[src/rtl/imem_loader.sv]
// imem_loader: framed byte stream to imem word writes, holding the CPU while loading
module imem_loader #(
    parameter int          ADDR_WIDTH = 8,
    parameter int          TIMEOUT    = 100000,
    parameter logic [7:0]  SYNC_BYTE  = 8'hA5
) (
    input  logic                  clk,
    input  logic                  reset,
    input  logic [7:0]            rx_data,
    input  logic                  rx_valid,
    output logic                  rx_ready,
    output logic                  we,
    output logic [ADDR_WIDTH-1:0] waddr,
    output logic [31:0]           wdata,
    output logic                  cpu_hold,
    output logic                  busy,
    output logic                  done,
    output logic                  error
);
    localparam int TW = $clog2(TIMEOUT + 1);

    typedef enum logic [2:0] {IDLE, COUNT, DATA, WRITE, CHECK} state_t;

    state_t                state_q, state_d;
    logic [7:0]            cnt_q, csum_q;
    logic [1:0]            bcnt_q;
    logic [23:0]           asm_q;
    logic [ADDR_WIDTH-1:0] widx_q, waddr_q;
    logic [31:0]           wdata_q;
    logic [TW-1:0]         tmo_q;
    logic                  hold_q, done_q, err_q;
    logic                  accept, timing, tmo_hit, last_word;

    assign accept    = rx_valid && rx_ready;
    assign timing    = state_q inside {COUNT, DATA, CHECK};
    assign tmo_hit   = timing && !accept && tmo_q == TW'(TIMEOUT - 1);
    assign last_word = widx_q[7:0] == cnt_q - 8'd1;

    // state register
    always_ff @(posedge clk) begin
        if (reset) state_q <= IDLE;
        else       state_q <= state_d;
    end

    // next-state logic; a timeout overrides any byte-driven transition
    always_comb begin
        state_d = state_q;
        case (state_q)
            IDLE:    if (accept && rx_data == SYNC_BYTE) state_d = COUNT;
            COUNT:   if (accept) state_d = DATA;
            DATA:    if (accept && bcnt_q == 2'd3) state_d = WRITE;
            WRITE:   state_d = last_word ? CHECK : DATA;
            CHECK:   if (accept) state_d = IDLE;
            default: state_d = IDLE;
        endcase
        if (tmo_hit) state_d = IDLE;
    end

    // state-decoded outputs; write strobe and byte stall both come from WRITE
    always_comb begin
        rx_ready = state_q != WRITE;
        we       = state_q == WRITE;
        busy     = state_q != IDLE;
        waddr    = waddr_q;
        wdata    = wdata_q;
        cpu_hold = hold_q;
        done     = done_q;
        error    = err_q;
    end

    // frame datapath: assembly, checksum, addressing, timeout and status flags
    always_ff @(posedge clk) begin
        if (reset) begin
            cnt_q   <= '0;
            csum_q  <= '0;
            bcnt_q  <= '0;
            asm_q   <= '0;
            widx_q  <= '0;
            waddr_q <= '0;
            wdata_q <= '0;
            tmo_q   <= '0;
            hold_q  <= 1'b0;
            done_q  <= 1'b0;
            err_q   <= 1'b0;
        end else begin
            done_q <= 1'b0;
            tmo_q  <= (!timing || accept || tmo_hit) ? '0 : tmo_q + 1'b1;
            if (state_q == IDLE && accept && rx_data == SYNC_BYTE) begin
                hold_q <= 1'b1;
                err_q  <= 1'b0;
                csum_q <= '0;
                widx_q <= '0;
                bcnt_q <= '0;
            end
            if (state_q == COUNT && accept) cnt_q <= rx_data;
            if (state_q == DATA && accept) begin
                asm_q  <= {asm_q[15:0], rx_data};
                csum_q <= csum_q ^ rx_data;
                bcnt_q <= bcnt_q + 2'd1;
                if (bcnt_q == 2'd3) begin
                    wdata_q <= {asm_q, rx_data};
                    waddr_q <= widx_q;
                end
            end
            if (state_q == WRITE) widx_q <= widx_q + 1'b1;
            if (state_q == CHECK && accept) begin
                done_q <= rx_data == csum_q;
                hold_q <= rx_data != csum_q;
                err_q  <= rx_data != csum_q;
            end
            if (tmo_hit) err_q <= 1'b1;
        end
    end
endmodule

[config.mk]
export PLATFORM = sky130hd
export DESIGN_NAME = imem_loader
export DESIGN_NICKNAME = d
export VERILOG_FILES = /design/src/rtl/imem_loader.sv
export SDC_FILE = /design/constraint.sdc
export NUM_CORES = 1
export LEC_CHECK = 0
export ABC_AREA = 1
export CAP_MARGIN = 20
export CORE_UTILIZATION = 45
export CTS_BUF_LIST = sky130_fd_sc_hd__clkbuf_8
export CTS_CLUSTER_SIZE = 16
export DETAILED_ROUTE_END_ITERATION = 8
export PLACE_DENSITY = 0.66
export SYNTH_ARGS = -nofsm -noshare
export SYNTH_HDL_FRONTEND = slang
export SYNTH_SLANG_ARGS = --single-unit
[constraint.sdc]
create_clock -name clk -period 3.5 [get_ports clk]
set_clock_uncertainty 0.15 [all_clocks]
set_input_delay 0.7 -clock clk [delete_from_list [all_inputs] [get_ports clk]]
set_output_delay 0.7 -clock clk [all_outputs]
set_load 0.005 [all_outputs]
==> results.py, run 1 <==
metrics = {
    "placed_design": {
        "post-place-ws_ns": 0.956,
        "placed_cell_area_um2": 5460,
        "dp_cells": 827,
        "gp_congestion": 0.866,
        "io_buffer_count": 56,
        "dpl.hpwl_um": 7690,
    },
    "setup_path": {
        "reg2reg_from": "tmo_q[0]$_SDFF_PP0_",
        "cp.required_ns": 2.65,
        "slowest_stage": "clkdlybuf4s50_1",
        "cp_max_fo": 12,
        "path_cells": "inv_2, nor2_2, nand2_2, inv_2, clkdlybuf4s50_1",
        "reg2reg_to": "tmo_q[13]$_SDFF_PP0_",
        "cp-start-kind": "flip-flop",
        "ff2ff_path_depth": 8,
        "cp_data_arrival_time_ns": 1.88,
        "r2r_setup_slack_ns": 1.21,
        "crit_top_cell": "inv_2",
        "cp_slowest_stage_delay_ns": 0.55,
        "crit_type": "reg2out",
        "crit_path_end_kind": "output port",
    },
    "sta": {
        "clock.fmax_mhz": 367,
        "holdWs_ns": 0.303,
        "slew_violations": 0,
        "finalSetupTns_ns": 0,
        "worst-slew-pin-transition_ns": 0.778,
        "setup_viol": 0,
        "rsz0062_at_grt": "no",
        "final_hold_viol_count": 0,
        "min_period_over_period": 0.779,
        "max_slew_margin": 0.482,
        "fin_crit_ns": 2.73,
        "setup_ws_ns": 0.774,
    },
    "detailed_routing": {
        "initialDrtViolationCount": 227,
        "via_per_inst": 5.04,
        "final_antenna_net_count": 0,
        "drt_wl_total_um": 11100,
        "wl_per_cell_um": 12.9,
        "drc": 0,
        "num_vias": 4330,
        "drtPass1Iterations": 5,
    },
    "outcome": {
        "outcome": "finished clean",
    },
    "min_path": {
        "holdCritPathClass": "reg2reg",
        "min_to": "tmo_q[0]$_SDFF_PP0_",
        "hold_depth": 1,
        "min_from": "tmo_q[0]$_SDFF_PP0_",
    },
    "clock_network": {
        "cts_buffers": 17,
        "clk_pin_slew_worst_paths_ns": 0.08,
        "cts_setup_buffers": 0,
        "clockRootBuffer": "clkbuf_8",
        "htreeDepth": 4,
        "clock_latency_ns": 0.43,
        "cts_sinks": 113,
        "cts_tree": "built",
        "cts.path.max_buffers": 2,
        "cts-resized-gates": 0,
        "holdBufCountCts": 0,
    },
    "pwr": {
        "pwr-share-seq": 0.413,
        "max-vdd-ir-drop_v": 0.000288,
        "internal_power_mw": 2.37,
        "p_leak_nw": 2.17,
        "p_sw_frac": 0.304,
        "p_clk_frac": 0.406,
        "p_sw_mw": 1.03,
        "power_density_nw_per_um2": 575,
        "combPwrFrac": 0.181,
        "total_power_mw": 3.40,
    },
    "grt": {
        "antenna_found_initial": 0,
        "grt_use_total": 0.206,
        "grt_max_degree": 76,
        "grt_overflow": 0,
        "grt_pass1_wl_um": 18300,
        "grt_pass1_vias": 3959,
    },
    "finish": {
        "finalCoreUtilization": 0.570,
        "design_area_um2": 5910,
        "area_delta_synth_final_pct": 21.9,
        "n_antenna_cell": 0,
        "drive_above_1_share": 0.0941,
        "nNetsFinal": 725,
        "final_cells": 859,
    },
    "run": {
        "drv_cap": 0,
    },
    "synthesis": {
        "ys_ff_latch": 113,
        "yosysWarnings": 0,
        "synthCells": 660,
        "syn-cell-area_um2": 4850,
        "synth_cell_types": 32,
        "yosysSeqAreaShare": 0.466,
        "avgSynthCellArea_um2": 7.35,
        "synth_nets": 675,
    },
    "floorplan": {
        "die_y_um": 106,
        "initial_utilization": 0.468,
        "core-area_um2": 10400,
        "die_area_um2": 11200,
        "placementRows": 37,
        "die_w_um": 106,
        "io_pins": 57,
    },
}
-- worst max-delay path by stage --
stage | start | to | slack [ns]
after floorplan | rx_data[6] | error$_SDFFE_PP0P_ | 1.74
after global placement | rx_valid | waddr[3]$_SDFFE_PP0P_ | 0.98
after detailed placement | rx_valid | waddr[2]$_SDFFE_PP0P_ | 0.96
after CTS | state_q[0]$_SDFFE_PP0P_ | we | 0.76
after global routing | state_q[0]$_SDFFE_PP0P_ | we | 0.67
final | state_q[0]$_SDFFE_PP0P_ | we | 0.77
-- cell usage in the layout, fill, tap and decap left out --
| cell type | n |
|---|---|
| a21boi_1 | 1 |
| a21oi_1 | 90 |
| a21oi_2 | 2 |
| buf_2 | 1 |
| buf_4 | 6 |
| bufinv_16 | 4 |
| clkbuf_8 | 18 |
| clkdlybuf4s50_1 | 55 |
| clkinv_4 | 3 |
| clkinvlp_4 | 1 |
| dfxtp_1 | 113 |
| ha_1 | 4 |
| inv_1 | 41 |
| inv_2 | 7 |
| inv_6 | 5 |
| nand2_1 | 167 |
| nand2_2 | 1 |
| nand3_1 | 66 |
| nand3b_1 | 2 |
| nand4_1 | 5 |
| nor2_1 | 61 |
| nor2_2 | 6 |
| nor2_4 | 3 |
| nor2_8 | 1 |
| nor3_1 | 8 |
| nor3_2 | 2 |
| nor3b_1 | 2 |
| nor4_1 | 1 |
| o211ai_2 | 1 |
| o21ai_0 | 22 |
| o21ai_2 | 1 |
| or2_1 | 1 |
| or2_2 | 6 |
| xnor2_1 | 5 |
| xor2_1 | 11 |
-- cells by family after synthesis --
| group | share of synthesized area |
|---|---|
| AND/OR/NAND/NOR | 0.300 |
| AO/OA/AOI/OAI | 0.125 |
| adder cells (fa/ha/maj) | 0.0103 |
| flip-flops | 0.466 |
| XOR/XNOR | 0.0289 |
| buffers and inverters | 0.0691 |
-- flip-flops by register name, indices dropped and copies added, names as in the netlist, 2 cells and up --
signal	count
wdata	32
widx_q	8
cnt_q	8
state_q	3
asm_q	24
csum_q	8
bcnt_q	2
waddr	8
tmo_q	17
-- power groups by stage --
| stage | clock (mW) | combinational (mW) | sequential [mW] |
|---|---|---|---|
| global route | 1.46 | 0.696 | 1.41 |
| CTS | 1.41 | 0.621 | 1.40 |
| global placement | 0 | 0.607 | 1.43 |
| floorplan | 0 | 0.500 | 1.42 |
| detailed placement | 0 | 0.614 | 1.43 |
| finish | 1.38 | 0.616 | 1.41 |
-- critical path, delay by kind of cell (launching register included) --
kind / cells / cell delay (ns)
buf+inv: 3 / 0.84
flops: 1 / 0.36
simple gates: 2 / 0.24
-- routing by layer --
layer	wire length [um]	vias to the layer above	GRT usage
met5	0	-	0
li1	-	2235	-
met1	5190	1996	0.255
met3	353	22	0.0507
met2	5320	77	0.341
met4	218	0	0.0843
-- area by class of cell --
| class | instances | area, um2 |
|---|---|---|
| fill | 961 | 4460 |
| clock inverter | 14 | 201 |
| multi-input combinational | 469 | 2250 |
| tap | 136 | 170 |
| timing repair buffer | 62 | 601 |
| sequential | 113 | 2260 |
| inverter | 47 | 176 |
| clock buffer | 18 | 248 |
-- synth_stat cells, drive strengths merged --
| cell | number | area, um2 |
|---|---|---|
| nor3b | 2 | 15.0 |
| or2 | 7 | 43.8 |
| o21ai | 23 | 119 |
| clkbuf | 16 | 60.1 |
| nand3b | 2 | 15.0 |
| a21oi | 92 | 468 |
| nor3 | 10 | 60.1 |
| nor2 | 71 | 320 |
| inv | 47 | 176 |
| xnor2 | 5 | 43.8 |
| buf | 15 | 98.8 |
| a21boi | 1 | 7.51 |
| ha | 4 | 50.1 |
| dfxtp | 113 | 2260 |
| nor4 | 1 | 6.26 |
| xor2 | 11 | 96.3 |
| nand4 | 5 | 31.3 |
| nand3 | 66 | 330 |
| o211ai | 1 | 12.5 |
| nand2 | 168 | 633 |
No activity file was read; power rests on OpenSTA's default activity.
==> run 2: changes to the inputs <==
PLACE_DENSITY = 0.69   (was 0.66)
clock period = 2.47 ns   (was 3.5 ns; I/O delays follow)
==> run 2 against run 1 <==
Setup slack worse by 0.58 ns. Sequential share of layout area down 0.49 points. Power is 35% higher. Combinational power grew 50%. Critical path depth stayed put. Clock-buffer cell count shrank 1. First-iteration DRC count up 9.7%. Non-clock buffer count is 17 higher. Cell area rose by 1.3%. Via count grew 2.2%. Die area is the same. Final cell count is 2.0% higher. Highest routed layer unchanged.
==> results.py, run 2 (synthesized netlist as in run 1, its figures left out) <==
metrics = {
    "outcome": {
        "outcome": "finished clean",
    },
    "detailed_routing": {
        "wl_per_cell_um": 13.0,
        "via_per_inst": 5.05,
        "num_vias": 4425,
        "final_antenna_net_count": 0,
        "drt_wl_total_um": 11400,
        "drtPass1Iterations": 7,
        "drc": 0,
        "initialDrtViolationCount": 249,
    },
    "clock_network": {
        "cts_setup_buffers": 0,
        "cts-resized-gates": 0,
        "htreeDepth": 4,
        "cts.path.max_buffers": 2,
        "cts_buffers": 17,
        "cts_sinks": 113,
        "clk_pin_slew_worst_paths_ns": 0.08,
        "cts_tree": "built",
        "clock_latency_ns": 0.43,
        "clockRootBuffer": "clkbuf_8",
        "holdBufCountCts": 0,
    },
    "min_path": {
        "min_to": "waddr[7]$_SDFFE_PP0P_",
        "hold_depth": 2,
        "holdCritPathClass": "in2reg",
        "min_from": "reset",
    },
    "run": {
        "drv_cap": 0,
    },
    "setup_path": {
        "slowest_stage": "clkdlybuf4s50_1",
        "ff2ff_path_depth": 12,
        "crit_top_cell": "inv_2",
        "path_cells": "inv_2, nor2_2, nand2_2, inv_2, clkdlybuf4s50_1",
        "cp_slowest_stage_delay_ns": 0.48,
        "cp_data_arrival_time_ns": 1.64,
        "crit_path_end_kind": "output port",
        "r2r_setup_slack_ns": 0.56,
        "cp_max_fo": 3,
        "cp.required_ns": 1.83,
        "crit_type": "reg2out",
        "cp-start-kind": "flip-flop",
        "crit_family": "buffers and inverters",
        "reg2reg_from": "state_q[0]$_SDFFE_PP0P_",
        "reg2reg_to": "tmo_q[8]$_SDFF_PP0_",
        "crit_buf_inv": 3,
    },
    "floorplan": {
        "core-area_um2": 10400,
        "placementRows": 37,
        "die_w_um": 106,
        "io_pins": 57,
        "die_y_um": 106,
        "die_area_um2": 11200,
        "initial_utilization": 0.468,
    },
    "grt": {
        "grt_overflow": 0,
        "grt_pass1_wl_um": 19200,
        "grt_use_total": 0.215,
        "antenna_found_initial": 0,
        "grt_pass1_vias": 4197,
        "grt_max_degree": 63,
    },
    "finish": {
        "nFillCells": 1010,
        "design_area_um2": 5990,
        "nNetsFinal": 742,
        "layout_commonest_cell": "nand2_1",
        "n_antenna_cell": 0,
        "largest_register_ffs": 32,
        "final_cell_mix": "nand2_1, dfxtp_1, a21oi_1",
        "drive_above_1_share": 0.116,
        "area_delta_synth_final_pct": 23.5,
    },
    "sta": {
        "finalSetupTns_ns": 0,
        "clock.fmax_mhz": 439,
        "max_slew_margin": 0.592,
        "slew_violations": 0,
        "min_period_over_period": 0.923,
        "rsz0062_at_grt": "no",
        "final_hold_viol_count": 0,
        "worst-slew-pin-transition_ns": 0.612,
        "setup_ws_ns": 0.190,
        "setup_viol": 0,
        "holdWs_ns": 0.279,
        "fin_crit_ns": 2.28,
    },
    "placed_design": {
        "dpl.hpwl_um": 7920,
        "gp_congestion": 0.912,
        "io_buffer_count": 56,
        "placed_cell_area_um2": 5600,
        "post-place-ws_ns": 0.239,
    },
    "pwr": {
        "p_leak_nw": 2.23,
        "max-vdd-ir-drop_v": 0.000424,
        "total_power_mw": 4.60,
        "power_density_nw_per_um2": 768,
    },
}
## run 2: cell count changes in the layout (fill, tap and decap cells not counted)
cell        change
buf_4          +16
bufinv_16       -3
clkinv_4        +2
inv_8           +2
buf_12          +1
clkbuf_8        -1
clkinv_2        +1
clkinvlp_4      +1
inv_1           -1
inv_6           -1
## run 2: power by group
part | internal [mW] | switching [mW] | leakage, nW | total, mW
sequential | 1.91 | 0.0793 | 0.912 | 1.99
clock | 0.824 | 0.860 | 0.191 | 1.68
combinational | 0.330 | 0.594 | 1.13 | 0.924
## run 2: stage by stage
step,util,std cells
5_1_grt,0.577,876
3_3_place_gp,0.540,844
6_report,0.577,876
3_5_place_dp,0.540,844
4_1_cts,0.577,876
2_1_floorplan,-,660
## run 2: worst max path at each step
| stage | startpoint | endpoint | slack (ns) | depth (start not counted) |
|---|---|---|---|---|
| after floorplan | tmo_q[0]$_SDFF_PP0_ | tmo_q[14]$_SDFF_PP0_ | 0.81 | 10 |
| after global placement | rx_data[5] | csum_q[7]$_SDFFE_PP0P_ | 0.26 | 9 |
| after detailed placement | rx_data[7] | error$_SDFFE_PP0P_ | 0.24 | 10 |
| after CTS | state_q[0]$_SDFFE_PP0P_ | we | 0.16 | 5 |
| after global routing | state_q[0]$_SDFFE_PP0P_ | we | 0.1 | 5 |
| final | state_q[0]$_SDFFE_PP0P_ | we | 0.19 | 5 |
## run 2: layout make-up
| type | count | area (um2) | share of cell area |
|---|---|---|---|
| Clock buffer | 17 | 234 | 0.0391 |
| Clock inverter | 15 | 151 | 0.0253 |
| Inverter | 47 | 176 | 0.0295 |
| Multi-Input combinational cell | 469 | 2250 | 0.376 |
| Sequential cell | 113 | 2260 | 0.378 |
| Tap cell | 136 | 170 | 0.0284 |
| Timing Repair Buffer | 79 | 741 | 0.124 |
## run 2: worst register-to-register path, stage by stage, from the launching register on
cell and delay (ns):
dfxtp_1 0.36, inv_2 0.06, nor2_2 0.14, nand2_2 0.10, inv_2 0.06, buf_4 0.20, nor2_2 0.07, inv_2 0.06
o21ai_2 0.07, inv_2 0.08, o211ai_2 0.16, buf_4 0.23, nor3_2 0.11
## run 2: routing by layer
| metal | GRT usage | vias up | wire, um |
|---|---|---|---|
| li1 | - | 2281 | - |
| met3 | 0.0544 | 10 | 604 |
| met1 | 0.265 | 2034 | 5120 |
| met2 | 0.356 | 100 | 5490 |
| met4 | 0.0923 | 0 | 148 |
| met5 | 0 | - | 0 |
